<file path="src/rtl/sram_controller.sv">
`default_nettype none
// +--------------------------------------------------------------------------+
// | Module      : sram_controller                                            |
// | Description : Splits each 32-bit load/store from the memory stage into   |
// |               two 16-bit accesses to an off-chip asynchronous SRAM (low  |
// |               half first, then high half). Each half is held for         |
// |               WAIT_CYCLES+1 cycles. `ready` low freezes the pipeline.    |
// | Revision    : 1.0 - initial release                                      |
// +--------------------------------------------------------------------------+
// | Parameters:                                                              |
// |   WAIT_CYCLES  extra cycles each half-access is held (0..15)             |
// |   BASE_ADDR    byte address mapped to SRAM word 0                        |
// | Ports:                                                                   |
// |   clk          clock, rising edge                                        |
// |   rst          synchronous active-low reset                              |
// |   wr_en/rd_en  store / load request (level, write wins if both)          |
// |   addr         32-bit byte address                                       |
// |   wr_data      32-bit store data                                         |
// |   rd_data      last completed load word                                  |
// |   ready        high = no access pending                                  |
// |   sram_addr    18-bit SRAM halfword address                              |
// |   sram_dq_out  write data driven onto the SRAM bus                       |
// |   sram_dq_oe   high = controller drives sram_dq_out                      |
// |   sram_dq_in   read data from the SRAM bus                               |
// |   sram_we_n    SRAM write enable, active-low                             |
// | Build option:                                                            |
// |   SRAM_RANGE_CHECK_EN  when defined, requests outside                    |
// |                        [BASE_ADDR, BASE_ADDR+2^19) are ignored           |
// +--------------------------------------------------------------------------+
module sram_controller #(
   parameter int WAIT_CYCLES = 1,
   parameter int BASE_ADDR   = 1024
) (
   input  logic        clk,
   input  logic        rst,
   input  logic        wr_en,
   input  logic        rd_en,
   input  logic [31:0] addr,
   input  logic [31:0] wr_data,
   output logic [31:0] rd_data,
   output logic        ready,
   output logic [17:0] sram_addr,
   output logic [15:0] sram_dq_out,
   output logic        sram_dq_oe,
   input  logic [15:0] sram_dq_in,
   output logic        sram_we_n
);

   typedef enum logic [1:0] {
      IDLE = 2'd0,
      LO   = 2'd1,
      HI   = 2'd2,
      DONE = 2'd3
   } state_t;

   localparam logic [3:0]  WAIT_LAST = 4'(WAIT_CYCLES);
   localparam logic [31:0] BASE      = 32'(BASE_ADDR);

   state_t      state;
   state_t      state_nxt;
   logic [3:0]  cnt;
   logic [3:0]  cnt_nxt;
   logic        accept;
   logic        lo_last;
   logic        hi_last;
   logic        active;

   logic        op_wr;
   logic [16:0] word;
   logic [15:0] data_hi;

   logic [31:0] offset;
   logic        in_range;
   logic        unused_bits;

   // Byte offset from the SRAM window; bits [18:2] are the word index
   // modulo 2^17, so out-of-window addresses wrap naturally.
   assign offset = addr - BASE;

`ifdef SRAM_RANGE_CHECK_EN
   assign in_range = (offset[31:19] == 13'd0);
`else
   assign in_range = 1'b1;
`endif

   assign unused_bits = ^{offset[31:19], offset[1:0]};

   // State register
   always_ff @(posedge clk) begin
      if (!rst) begin
         state <= IDLE;
         cnt   <= 4'd0;
      end else begin
         state <= state_nxt;
         cnt   <= cnt_nxt;
      end
   end

   // Next state and SRAM strobes
   always_comb begin
      state_nxt = state;
      cnt_nxt   = cnt;
      accept    = 1'b0;
      lo_last   = 1'b0;
      hi_last   = 1'b0;
      case (state)
         IDLE: begin
            if ((wr_en || rd_en) && in_range) begin
               accept    = 1'b1;
               state_nxt = LO;
               cnt_nxt   = 4'd0;
            end
         end
         LO: begin
            if (cnt == WAIT_LAST) begin
               lo_last   = 1'b1;
               state_nxt = HI;
               cnt_nxt   = 4'd0;
            end else begin
               cnt_nxt = cnt + 4'd1;
            end
         end
         HI: begin
            if (cnt == WAIT_LAST) begin
               hi_last   = 1'b1;
               state_nxt = DONE;
               cnt_nxt   = 4'd0;
            end else begin
               cnt_nxt = cnt + 4'd1;
            end
         end
         DONE: begin
            // Always returns to IDLE so a held request sees one ready cycle.
            state_nxt = IDLE;
         end
         default: begin
            state_nxt = IDLE;
         end
      endcase

      active     = (state == LO) || (state == HI);
      sram_dq_oe = active && op_wr;
      sram_we_n  = !(active && op_wr);
      // An ignored out-of-range request leaves ready high.
      ready      = ((state == IDLE) && !accept) || (state == DONE);
   end

   // Latched request, SRAM address/data and load result
   always_ff @(posedge clk) begin
      if (!rst) begin
         op_wr       <= 1'b0;
         word        <= 17'd0;
         data_hi     <= 16'd0;
         sram_addr   <= 18'd0;
         sram_dq_out <= 16'd0;
         rd_data     <= 32'd0;
      end else begin
         if (accept) begin
            op_wr     <= wr_en;
            word      <= offset[18:2];
            data_hi   <= wr_data[31:16];
            sram_addr <= {offset[18:2], 1'b0};
            if (wr_en) begin
               sram_dq_out <= wr_data[15:0];
            end
         end
         if (lo_last) begin
            sram_addr <= {word, 1'b1};
            if (op_wr) begin
               sram_dq_out <= data_hi;
            end else begin
               rd_data[15:0] <= sram_dq_in;
            end
         end
         if (hi_last && !op_wr) begin
            rd_data[31:16] <= sram_dq_in;
         end
      end
   end

endmodule
`default_nettype wire

</file>
<file path="config.mk">
export PLATFORM = sky130hd
export DESIGN_NAME = sram_controller
export DESIGN_NICKNAME = d
export VERILOG_FILES = /design/src/rtl/sram_controller.sv
export SDC_FILE = /design/constraint.sdc
export NUM_CORES = 1
export LEC_CHECK = 0
export BUFFER_PORTS_ARGS = -buffer_cell sky130_fd_sc_hd__buf_2
export CORE_MARGIN = 8
export CORE_UTILIZATION = 45
export DETAILED_ROUTE_END_ITERATION = 8
export GPL_TIMING_DRIVEN = 0
export PLACE_DENSITY_LB_ADDON = 0.15
export SLEW_MARGIN = 10
export SYNTH_ARGS = -nofsm -noshare
export SYNTH_HDL_FRONTEND = slang
export SYNTH_SLANG_ARGS = --single-unit
</file>
<file path="constraint.sdc">
create_clock -name clk -period 1.5 [get_ports clk]
set_input_delay 0.375 -clock clk [delete_from_list [all_inputs] [get_ports clk]]
set_output_delay 0.375 -clock clk [all_outputs]
set_load 0.01 [all_outputs]
</file>
==> flow_summary.rst <==
.. list-table::
   :header-rows: 1

   * - Metric
     - Value
   * - Outcome
     - finished, violations left
   * - Violations in the final reports
     - negative setup slack
   * - Floorplan Core Area
     - 9730 um^2
   * - Layout cell share with drive strength beyond 1
     - 44.4%
   * - Post-Synthesis Cells
     - 529
   * - Final Wtd Congestion
     - 0.826
   * - Clock-pin slew on the worst setup and hold paths
     - 110 ps
   * - Cell type with the highest aggregate area in the netlist
     - sky130_fd_sc_hd__dfxtp_1
   * - Post-DRT Antenna Nets
     - 0
   * - Via density per instance
     - 5.24
   * - Distinct cell type count of the synthesized netlist
     - 40
   * - Die W
     - 116 um
   * - Number of diodes added for antenna fixing
     - 0
   * - Share of synthesized area occupied by flip-flops and latches
     - 47.3%
   * - Critical R2R Launch
     - state[1]
   * - Number of endpoints failing setup at the final stage
     - 76
   * - Post-synthesis net count
     - 621
   * - Class of the most critical hold timing path
     - in2reg
   * - Largest net degree at the start of global routing
     - 18
   * - Final count of hold timing violations
     - 0
   * - RR Endpoint
     - sram_dq_out[3]
   * - Predominant post-synthesis flop cell
     - sky130_fd_sc_hd__dfxtp_1
   * - Type of element launching the critical path
     - flop
   * - Worst slack, placed
     - -367 ps
   * - Routed wirelength normalized by instance count
     - 16.5 um
   * - Transition at the pin with the smallest max-transition slack
     - 637 ps
   * - Tot GR Track Use
     - 20.0%
   * - Clock insertion delay at the later pin of the skew report
     - 370 ps
   * - H-tree levels
     - 3
   * - Max-cap violation count
     - 0
   * - Worst R2R Setup Slack
     - -300 ps
   * - Via count of the first global-routing pass
     - 4,480
   * - Root buf cell
     - sky130_fd_sc_hd__clkbuf_8
   * - CTS hold repair buffers
     - 0
   * - Length in cells of the worst reg-to-reg path
     - 10
   * - P&R area growth vs syn
     - 49.4%
   * - Routed WL
     - 14.2 mm
   * - Critical Path Sink
     - ready
   * - Max clock buf depth
     - 2
   * - Placed cell area
     - 5340 um^2
   * - Yosys top cell area share
     - 47.3%
   * - End-of-flow core utilization
     - 68.9%
   * - Worst Path Required
     - 1120 ps
   * - TritonCTS buffer count
     - 9
   * - Count of input and output buffers
     - 137
   * - Max Clock Freq
     - 0.518 GHz
   * - Most frequent cells in the layout
     - sky130_fd_sc_hd__buf_2 (137), sky130_fd_sc_hd__nand2_1 (124), sky130_fd_sc_hd__dfxtp_1 (102), sky130_fd_sc_hd__a21boi_1 (52), sky130_fd_sc_hd__buf_6 (26)
   * - Most common cell after layout, fill and taps aside
     - sky130_fd_sc_hd__buf_2
   * - Fraction of the cycle the final worst path needs
     - 129%
   * - Worst-case vdd ir drop
     - 0.000846 V
   * - Number of top-level design ports
     - 153
   * - Design Area, Final
     - 6700 um^2
   * - DR iter-0 viols
     - 267
   * - Final critical path time including I/O delays and setup
     - 1930 ps
   * - Slew HR
     - 57.5%
   * - Leakage Power
     - 3.22 nW
   * - Grt total ovfl
     - 0
   * - Overall via count from detail_route
     - 4,506
   * - CTS tree
     - built
   * - Power Dens Cells
     - 1650 nW/um^2
   * - Number of enable flip-flop cells after synthesis
     - 0
   * - Fin Hold WS
     - 229 ps
   * - Unrepaired setup endpoints after global routing
     - yes
   * - Critical-path cell list
     - inv_2 -> ha_4 -> or3b_4 -> nand2b_1 -> buf_2
   * - Clk_skew
     - 16.0 ps
   * - Effective utilization at floorplan
     - 46.1%
   * - DP HPWL
     - 9.39 mm
   * - Critical path's largest stage delay
     - 400 ps
   * - Initial antenna violation count
     - 0
   * - Die Span Y
     - 116 um
   * - Synthesized area per cell
     - 8.48 um^2
   * - Final Max Slew Viols
     - 0
   * - Worst path arrival time
     - 1550 ps
   * - Placement Rows
     - 36
   * - Post-synth ARST share
     - 0%
   * - Launching element of the worst setup path
     - state[0]
   * - CTS Sinks
     - 106
   * - Wire length of the first global-routing pass
     - 21.5 mm
   * - Warnings from Yosys
     - 0
   * - Die Footprint
     - 13,400 um^2
   * - Final setup slack of the worst path
     - -430 ps
   * - Total number of nets in the final design
     - 814
   * - Setup total negative slack
     - -9120 ps
   * - Category of the worst setup path capture point
     - output pin
   * - Number of optimization iterations in the first detailed-route pass
     - 5
   * - Biggest fanout along the worst timing path
     - 4
   * - DRC violation count after routing
     - 0
   * - Slowest cell on the critical path
     - sky130_fd_sc_hd__or3b_4
   * - Syn Std Cell Area
     - 4480 um^2
   * - #FFs+latches synth
     - 106
   * - Setup CP Type
     - reg2out
   * - Top post-synthesis cells by area
     - sky130_fd_sc_hd__dfxtp_1 (47%), sky130_fd_sc_hd__nand2_1 (13%), sky130_fd_sc_hd__a21boi_0 (6.7%)
==> power by group <==
| part | internal (W) | switching [W] |
|---|---|---|
| combinational | 0.00274 | 0.00274 |
| clock | 0.000777 | 0.000999 |
| sequential | 0.00344 | 0.000385 |
==> how the worst min path moves through the flow <==
stage / start / to / slack, ps / depth (start not counted)
2_1_floorplan: word[11] / sram_addr[12] / 440 / 2
3_3_place_gp: rd_data[23] / rd_data[23] / 440 / 2
3_5_place_dp: rd_data[12] / rd_data[12] / 450 / 2
4_1_cts: wr_data[27] / data_hi[11] / 230 / 3
5_1_grt: wr_data[27] / data_hi[11] / 230 / 3
6_report: wr_data[27] / data_hi[11] / 230 / 3
==> repair_timing <==
item	in CTS	in global routing
cloned	8	4
endpoints found under the setup margin	105	109
buffers inserted	21	16
resized for setup	155	108
pin swaps	21	50
==> synthesized netlist by cell type, drive strengths merged, types with 3 or more instances <==
cell	n
nor2	9
nor2b	6
nand2	154
nand3	42
inv	10
clkbuf	19
a31oi	8
ha	8
buf	19
a21boi	60
nor3b	3
o211a	20
dfxtp	106
a21oi	7
o21ai	23
nor3	5
o211ai	8
==> flip-flops by register name, indices dropped and copies added, names as in the netlist <==
signal       flops
rd_data         32
sram_addr       18
word            17
data_hi         16
sram_dq_out     16
cnt              4
state            2
op_wr            1
==> metrics by stage <==
step,cells,total power (W)
2_1_floorplan,529,0.00584
5_1_grt,860,0.0117
3_5_place_dp,799,0.00697
6_report,860,0.0111
3_3_place_gp,799,0.00687
4_1_cts,843,0.00996
==> cells by family after synthesis <==
logic type / share of synthesized area [%]
AND/OR/NAND/NOR: 23.1
multiplexers: 0.223
AO/OA/AOI/OAI: 21.9
flip-flops: 47.3
adder cells (fa/ha/maj): 2.23
buffers and inverters: 5.05
XOR/XNOR: 0.195
==> area by class of cell <==
type	count	area, um^2
Fill cell	803	3030
Multi-Input combinational cell	375	2610
Sequential cell	106	2130
Timing Repair Buffer	184	1220
Buffer	36	337
Tap cell	133	166
Clock buffer	10	128
Clock inverter	6	65.1
Inverter	10	40.0
==> metal layers <==
metal  share of wire, %  wire (um)  vias to the layer above  track usage, %
met4                1.4        203                        0            6.05
met1                 42       5990                     2129            23.7
met5                  0          0                        -               0
li1                   -          -                     2197               -
met2                 49       6980                      161            34.9
met3                7.2       1030                       19            4.79
==> worst max-delay path, delay by kind of cell, from the launching register on <==
family / cells / cell delay [ps]
DFF: 1 / 340
and+or+nand+nor: 2 / 490
buffers and inverters: 2 / 210
adders and majority gates: 1 / 140
Note: power is estimated with default switching activity, not from simulation.
